$ cat config.mk
export PLATFORM = sky130hd
export DESIGN_NAME = cache_mem_arbiter
export DESIGN_NICKNAME = d
export VERILOG_FILES = /design/src/rtl/cache_mem_arbiter.sv
export SDC_FILE = /design/constraint.sdc
export NUM_CORES = 1
export LEC_CHECK = 0
export ABC_AREA = 1
export BUFFER_PORTS_ARGS = -buffer_cell sky130_fd_sc_hd__buf_2
export CAP_MARGIN = 5
export CORE_UTILIZATION = 40
export DETAILED_ROUTE_END_ITERATION = 10
export MAX_ROUTING_LAYER = met4
export PLACE_DENSITY = 0.79
export SLEW_MARGIN = 15
export SYNTH_ARGS = -nofsm -noshare
export SYNTH_HDL_FRONTEND = slang
export SYNTH_SLANG_ARGS = --single-unit
$ cat constraint.sdc
create_clock -name clk -period 1.8 [get_ports clk]
set_clock_uncertainty 0.15 [all_clocks]
set_input_delay 0.09 -clock clk [delete_from_list [all_inputs] [get_ports clk]]
set_output_delay 0.09 -clock clk [all_outputs]
set_load 0.02 [all_outputs]
$ cat src/rtl/cache_mem_arbiter.sv
// ---------------------------------------------------------------------------
// cache_mem_arbiter
//
// Shares one single-ported main data memory between the instruction-side
// refill port (I) and the data-cache port (D). One transaction is in flight
// at a time. Each transaction follows the same sequence:
//   1. The memory is driven for a single ISSUE cycle.
//   2. For reads, the arbiter waits MEM_LATENCY cycles for mem_rdata.
//   3. The granted port receives a one-cycle ack with its rdata.
//
// Build option:
//   ARB_DCACHE_PRIO_EN  defined   -> D wins every tie in IDLE (fixed priority)
//                       undefined -> round-robin between I and D on a tie
//
// Parameters:
//   ADDR_WIDTH   address width of all ports
//   DATA_WIDTH   data width of all ports
//   MEM_LATENCY  cycles from the memory issue cycle until mem_rdata is valid
//                (0..15)
//
// Ports:
//   clk, rst                 clock, synchronous active-high reset
//   i_req/i_addr             I-side read request and word address
//   i_rdata/i_ack            I-side read data and completion pulse
//   d_req/d_we/d_addr_mode   D-side request, write flag, access size code
//   d_addr/d_wdata           D-side byte address and write data
//   d_rdata/d_ack            D-side read data and completion pulse
//   mem_en/mem_we            memory strobe and write enable (ISSUE only)
//   mem_addr_mode/mem_addr   access size and address to memory
//   mem_wdata/mem_rdata      memory write and read data
//   busy                     high whenever the arbiter is not IDLE
// ---------------------------------------------------------------------------
module cache_mem_arbiter #(
    parameter int ADDR_WIDTH  = 32,
    parameter int DATA_WIDTH  = 32,
    parameter int MEM_LATENCY = 2
) (
    input  logic                  clk,
    input  logic                  rst,
    input  logic                  i_req,
    input  logic [ADDR_WIDTH-1:0] i_addr,
    output logic [DATA_WIDTH-1:0] i_rdata,
    output logic                  i_ack,
    input  logic                  d_req,
    input  logic                  d_we,
    input  logic [2:0]            d_addr_mode,
    input  logic [ADDR_WIDTH-1:0] d_addr,
    input  logic [DATA_WIDTH-1:0] d_wdata,
    output logic [DATA_WIDTH-1:0] d_rdata,
    output logic                  d_ack,
    output logic                  mem_en,
    output logic                  mem_we,
    output logic [2:0]            mem_addr_mode,
    output logic [ADDR_WIDTH-1:0] mem_addr,
    output logic [DATA_WIDTH-1:0] mem_wdata,
    input  logic [DATA_WIDTH-1:0] mem_rdata,
    output logic                  busy
);

    typedef enum logic [1:0] {
        IDLE  = 2'd0,
        ISSUE = 2'd1,
        WAIT  = 2'd2,
        DONE  = 2'd3
    } state_t;

    // Instruction fetches are always full-word reads.
    localparam logic [2:0] WORD_MODE = 3'b010;
    localparam logic [3:0] LAT_LOAD  = 4'(MEM_LATENCY);

    state_t                state;
    state_t                state_next;

    // Transaction latched at grant time; the request inputs are ignored
    // until the arbiter is back in IDLE.
    logic                  sel_d;      // 1: D owns the transaction, 0: I
    logic                  lat_we;
    logic [2:0]            lat_mode;
    logic [ADDR_WIDTH-1:0] lat_addr;
    logic [DATA_WIDTH-1:0] lat_wdata;
    logic [3:0]            wait_cnt;

`ifndef ARB_DCACHE_PRIO_EN
    // Owner of the most recent grant; the other side wins the next tie.
    logic                  last_grant_d;
`endif

    logic                  grant;
    logic                  grant_d;
    logic                  capture;

    // -----------------------------------------------------------------------
    // Next-state and grant decision
    // -----------------------------------------------------------------------
    always_comb begin
        state_next = state;
        grant      = 1'b0;
        grant_d    = 1'b0;
        capture    = 1'b0;

        case (state)
            IDLE: begin
                if (i_req || d_req) begin
                    grant = 1'b1;
`ifdef ARB_DCACHE_PRIO_EN
                    grant_d = d_req;
`else
                    grant_d = d_req && (!i_req || !last_grant_d);
`endif
                    state_next = ISSUE;
                end
            end

            ISSUE: begin
                if (lat_we) begin
                    state_next = DONE;
                end else if (MEM_LATENCY == 0) begin
                    // Zero-latency memory answers in the issue cycle itself.
                    capture    = 1'b1;
                    state_next = DONE;
                end else begin
                    state_next = WAIT;
                end
            end

            WAIT: begin
                // Counter was loaded with MEM_LATENCY in ISSUE, so reaching 1
                // marks the cycle in which mem_rdata becomes valid.
                if (wait_cnt == 4'd1) begin
                    capture    = 1'b1;
                    state_next = DONE;
                end
            end

            DONE: begin
                state_next = IDLE;
            end

            default: begin
                state_next = IDLE;
            end
        endcase
    end

    // -----------------------------------------------------------------------
    // State register
    // -----------------------------------------------------------------------
    always_ff @(posedge clk) begin
        if (rst) begin
            state <= IDLE;
        end else begin
            state <= state_next;
        end
    end

    // -----------------------------------------------------------------------
    // Transaction latches, latency counter and read-data registers
    // -----------------------------------------------------------------------
    always_ff @(posedge clk) begin
        if (rst) begin
            sel_d        <= 1'b0;
            lat_we       <= 1'b0;
            lat_mode     <= 3'b000;
            lat_addr     <= '0;
            lat_wdata    <= '0;
            wait_cnt     <= 4'd0;
            i_rdata      <= '0;
            d_rdata      <= '0;
`ifndef ARB_DCACHE_PRIO_EN
            last_grant_d <= 1'b1;  // I wins the first tie after reset
`endif
        end else begin
            if (grant) begin
                sel_d <= grant_d;
`ifndef ARB_DCACHE_PRIO_EN
                last_grant_d <= grant_d;
`endif
                if (grant_d) begin
                    lat_we    <= d_we;
                    lat_mode  <= d_addr_mode;
                    lat_addr  <= d_addr;
                    lat_wdata <= d_wdata;
                end else begin
                    lat_we    <= 1'b0;
                    lat_mode  <= WORD_MODE;
                    lat_addr  <= i_addr;
                    lat_wdata <= '0;
                end
            end

            if (state == ISSUE) begin
                wait_cnt <= LAT_LOAD;
            end else if (state == WAIT) begin
                wait_cnt <= wait_cnt - 4'd1;
            end

            // A write acks with zero data rather than whatever the port's
            // rdata register held from an earlier read.
            if (capture) begin
                if (sel_d) begin
                    d_rdata <= mem_rdata;
                end else begin
                    i_rdata <= mem_rdata;
                end
            end else if (state == ISSUE && lat_we) begin
                if (sel_d) begin
                    d_rdata <= '0;
                end else begin
                    i_rdata <= '0;
                end
            end
        end
    end

    // -----------------------------------------------------------------------
    // Outputs: memory strobes only in ISSUE, acks only in DONE
    // -----------------------------------------------------------------------
    assign mem_en        = (state == ISSUE);
    assign mem_we        = (state == ISSUE) && lat_we;
    assign mem_addr_mode = lat_mode;
    assign mem_addr      = lat_addr;
    assign mem_wdata     = lat_wdata;
    assign busy          = (state != IDLE);
    assign i_ack         = (state == DONE) && !sel_d;
    assign d_ack         = (state == DONE) && sel_d;

endmodule

==> flow_metrics.env <==
export IMPL_status="finished, final reports clean"
export IMPL_final_common_cell="buf_2"
export IMPL_antenna_found_initial=0
export IMPL_finish_instance_area_um2=9170
export IMPL_p_sw_mw=3.76
export IMPL_wl_per_cell_um=15.8
export IMPL_pwr_share_comb_pct=30.5
export IMPL_cts_root_buf="clkbuf_16"
export IMPL_cts_sinks=140
export IMPL_crit_arrival_ps=1910
export IMPL_ant_nets=0
export IMPL_power_switching_share_pct=36.1
export IMPL_finalHoldViolations=0
export IMPL_numCtsBuffers=17
export IMPL_syn_area_per_cell_um2=7.68
export IMPL_fin_crit_ps=1720
export IMPL_slew_violations=0
export IMPL_crit_path_start_kind="flop"
export IMPL_cts_max_level=4
export IMPL_crit_type="reg -> reg"
export IMPL_vias=6696
export IMPL_path_clk_slew_ps=70
export IMPL_ys_seq_elements=140
export IMPL_drc_errors=0
export IMPL_dr_pass1_iters=5
export IMPL_ys_types=25
export IMPL_r2r_start="state[0]"
export IMPL_r2r_slack_ps=80
export IMPL_fillers=1061
export IMPL_grt_max_degree=76
export IMPL_max_freq_mhz=581
export IMPL_powerDensity_nw_per_um2=1140
export IMPL_finalSetupViolations=0
export IMPL_cpMaxStageDelayCell="dfxtp_2"
export IMPL_crit_required_ps=1990
export IMPL_nets=1280
export IMPL_cts_tree="done"
export IMPL_seq_area_frac_synth_pct=48.8
export IMPL_placed_area_um2=7270
export IMPL_clockPowerShare_pct=33.2
export IMPL_grt_pass1_wl_mm=31.8
export IMPL_area_delta_synth_final_pct=59.7
export IMPL_chipHeight_um=122
export IMPL_cts_buffer_depth=2
export IMPL_diodes=0
export IMPL_rsz0062_at_grt="no"
export IMPL_tightest_slew_ps=351
export IMPL_layout_common_cells="buf_2 (270), nand2_1 (210), dfxtp_1 (139)"
export IMPL_crit_buf_inv=3
export IMPL_placement_rows=43
export IMPL_ir_drop_mv=0.645
export IMPL_hpwl_mm=11.7
export IMPL_maxSlewHeadroom_pct=76.6
export IMPL_min_from="rst"
export IMPL_cp_max_fo=34
export IMPL_io_pins=272
export IMPL_die_area_um2=14800
export IMPL_grt_pass1_vias=6465
export IMPL_p_seq_share_pct=36.3
export IMPL_insertion_delay_ps=420
export IMPL_critical_path_top_delay_family="compound AO/OA/AOI/OAI gates"
export IMPL_place_gp_congestion=0.801
export IMPL_port_buffers=271
export IMPL_synth_area_um2=5740
export IMPL_setup_tns_ps=0
export IMPL_synth_nets=890
export IMPL_drt_iter0_markers=478
export IMPL_intPower_mw=6.65
export IMPL_critPathLaunch="state[0]"
export IMPL_hold_path_class="in -> reg"
export IMPL_die_w_um=122
export IMPL_postCtsSetupRepairBufs=0
export IMPL_drv_cap=0
export IMPL_coreArea_um2=13900
export IMPL_period_share_pct=95.6
export IMPL_post_drt_via_cell_ratio=5.03
export IMPL_syn_inst=748
export IMPL_totalWireLength_mm=21.0
export IMPL_initial_core_util_pct=41.2
export IMPL_cp_end_kind="flop"
export IMPL_slowest_delay_ps=340
export IMPL_grt_use_total_pct=28.5
export IMPL_crit_chain="inv_1 > ha_1 > inv_2 > a21oi_4 > buf_12 > o21ai_0 > a21oi_1"
export IMPL_yosys_warnings=0
export IMPL_leakage_nw=4.22
export IMPL_drive_above_1_share_pct=34.0
export IMPL_grt_ovfl_total=0
-- Yosys cell counts --
cell type | number | area [µm²]
o21ai_1 | 2 | 10.0
nand2_1 | 210 | 788
nor2_2 | 18 | 113
inv_2 | 2 | 7.51
buf_6 | 11 | 124
or2_2 | 33 | 206
nand3_1 | 7 | 35.0
inv_1 | 46 | 173
a21oi_1 | 131 | 656
a31oi_1 | 1 | 6.26
and3_2 | 1 | 7.51
nand2_2 | 4 | 25.0
nor3_1 | 1 | 5.00
o21ai_0 | 64 | 320
nand3_4 | 1 | 17.5
nor3b_1 | 1 | 7.51
ha_1 | 6 | 75.1
dfxtp_1 | 140 | 2800
nor2_1 | 20 | 75.1
a21oi_2 | 5 | 43.8
buf_2 | 18 | 90.1
a21oi_4 | 1 | 16.3
nor2_4 | 4 | 45.0
clkbuf_1 | 17 | 63.8
buf_4 | 4 | 30.0
-- worst paths after layout --
kind                        to  depth (start not counted)
setup / recovery  mem_addr[18]                          7
hold / removal    last_grant_d                          4
setup reg to reg  mem_addr[18]                          7
hold reg to reg    i_rdata[10]                          2
-- area by class of cell --
class / instances / area (µm²) / share of cell area (%)
clock inverters: 15 / 154 / 1.68
inverters: 48 / 180 / 1.97
well taps: 180 / 225 / 2.46
flip-flops and latches: 140 / 2800 / 30.6
multi-input cells: 510 / 2450 / 26.7
repair buffers: 421 / 2930 / 31.9
clock buffers: 17 / 425 / 4.64
-- registers in the layout (all words and copies together) (netlist names) --
| name | cells |
|---|---|
| d_rdata | 32 |
| i_rdata | 32 |
| mem_addr | 32 |
| mem_wdata | 32 |
| wait_cnt | 4 |
| mem_addr_mode | 3 |
| state | 2 |
| last_grant_d | 1 |
| lat_we | 1 |
| sel_d | 1 |
-- metrics by stage --
stage,hold slack (ps),utilization [%],total power [mW],instances,worst slack (ps)
floorplan,74.9,-,5.62,748,179
global placement,169,52.2,6.57,1167,217
detailed placement,183,52.2,6.63,1167,125
CTS,10.8,65.8,10.3,1331,54.4
global route,38.9,65.8,10.9,1331,3.69
finish,25.3,65.8,10.4,1331,79.7
-- logic make-up (layout without fill, tap and decap cells) --
| group | count (synthesis) | after routing | synth area share (%) |
|---|---|---|---|
| DFF | 140 | 140 | 48.8 |
| AOI/OAI and AO/OA | 204 | 204 | 18.3 |
| adders and majority gates | 6 | 6 | 1.31 |
| buffers and inverters | 98 | 501 | 8.50 |
| and+or+nand+nor | 300 | 300 | 23.1 |
-- per-layer routing --
metal  wire length (µm)  GRT usage, %  up-vias
li1                   -             -     3189
met1               8230          31.7     3019
met2              10000          46.3      414
met3               1690          6.32       74
met4               1020          17.5        0
met5                  0             -        -
-- worst reg2reg max path, cell delays in order (launching register included) --
cell and delay, ps:
dfxtp_2 340, inv_1 100, ha_1 200, inv_2 90
a21oi_4 220, buf_12 220, o21ai_0 120, a21oi_1 200
-- power groups by stage --
stage	Sequential (mW)	Combinational, mW	Clock [mW]
after CTS	3.74	3.06	3.49
after detailed placement	3.80	2.83	0
after global placement	3.79	2.78	0
final	3.78	3.17	3.46
after floorplan	4.22	1.40	0
after global routing	3.82	3.39	3.64
-- repair_timing --
action,CTS,global route
endpoints found under the hold margin,132,0
endpoints found under the setup margin,0,14
resized for setup,0,6
hold buffers,132,0
Note: power is estimated with default switching activity, not from simulation.
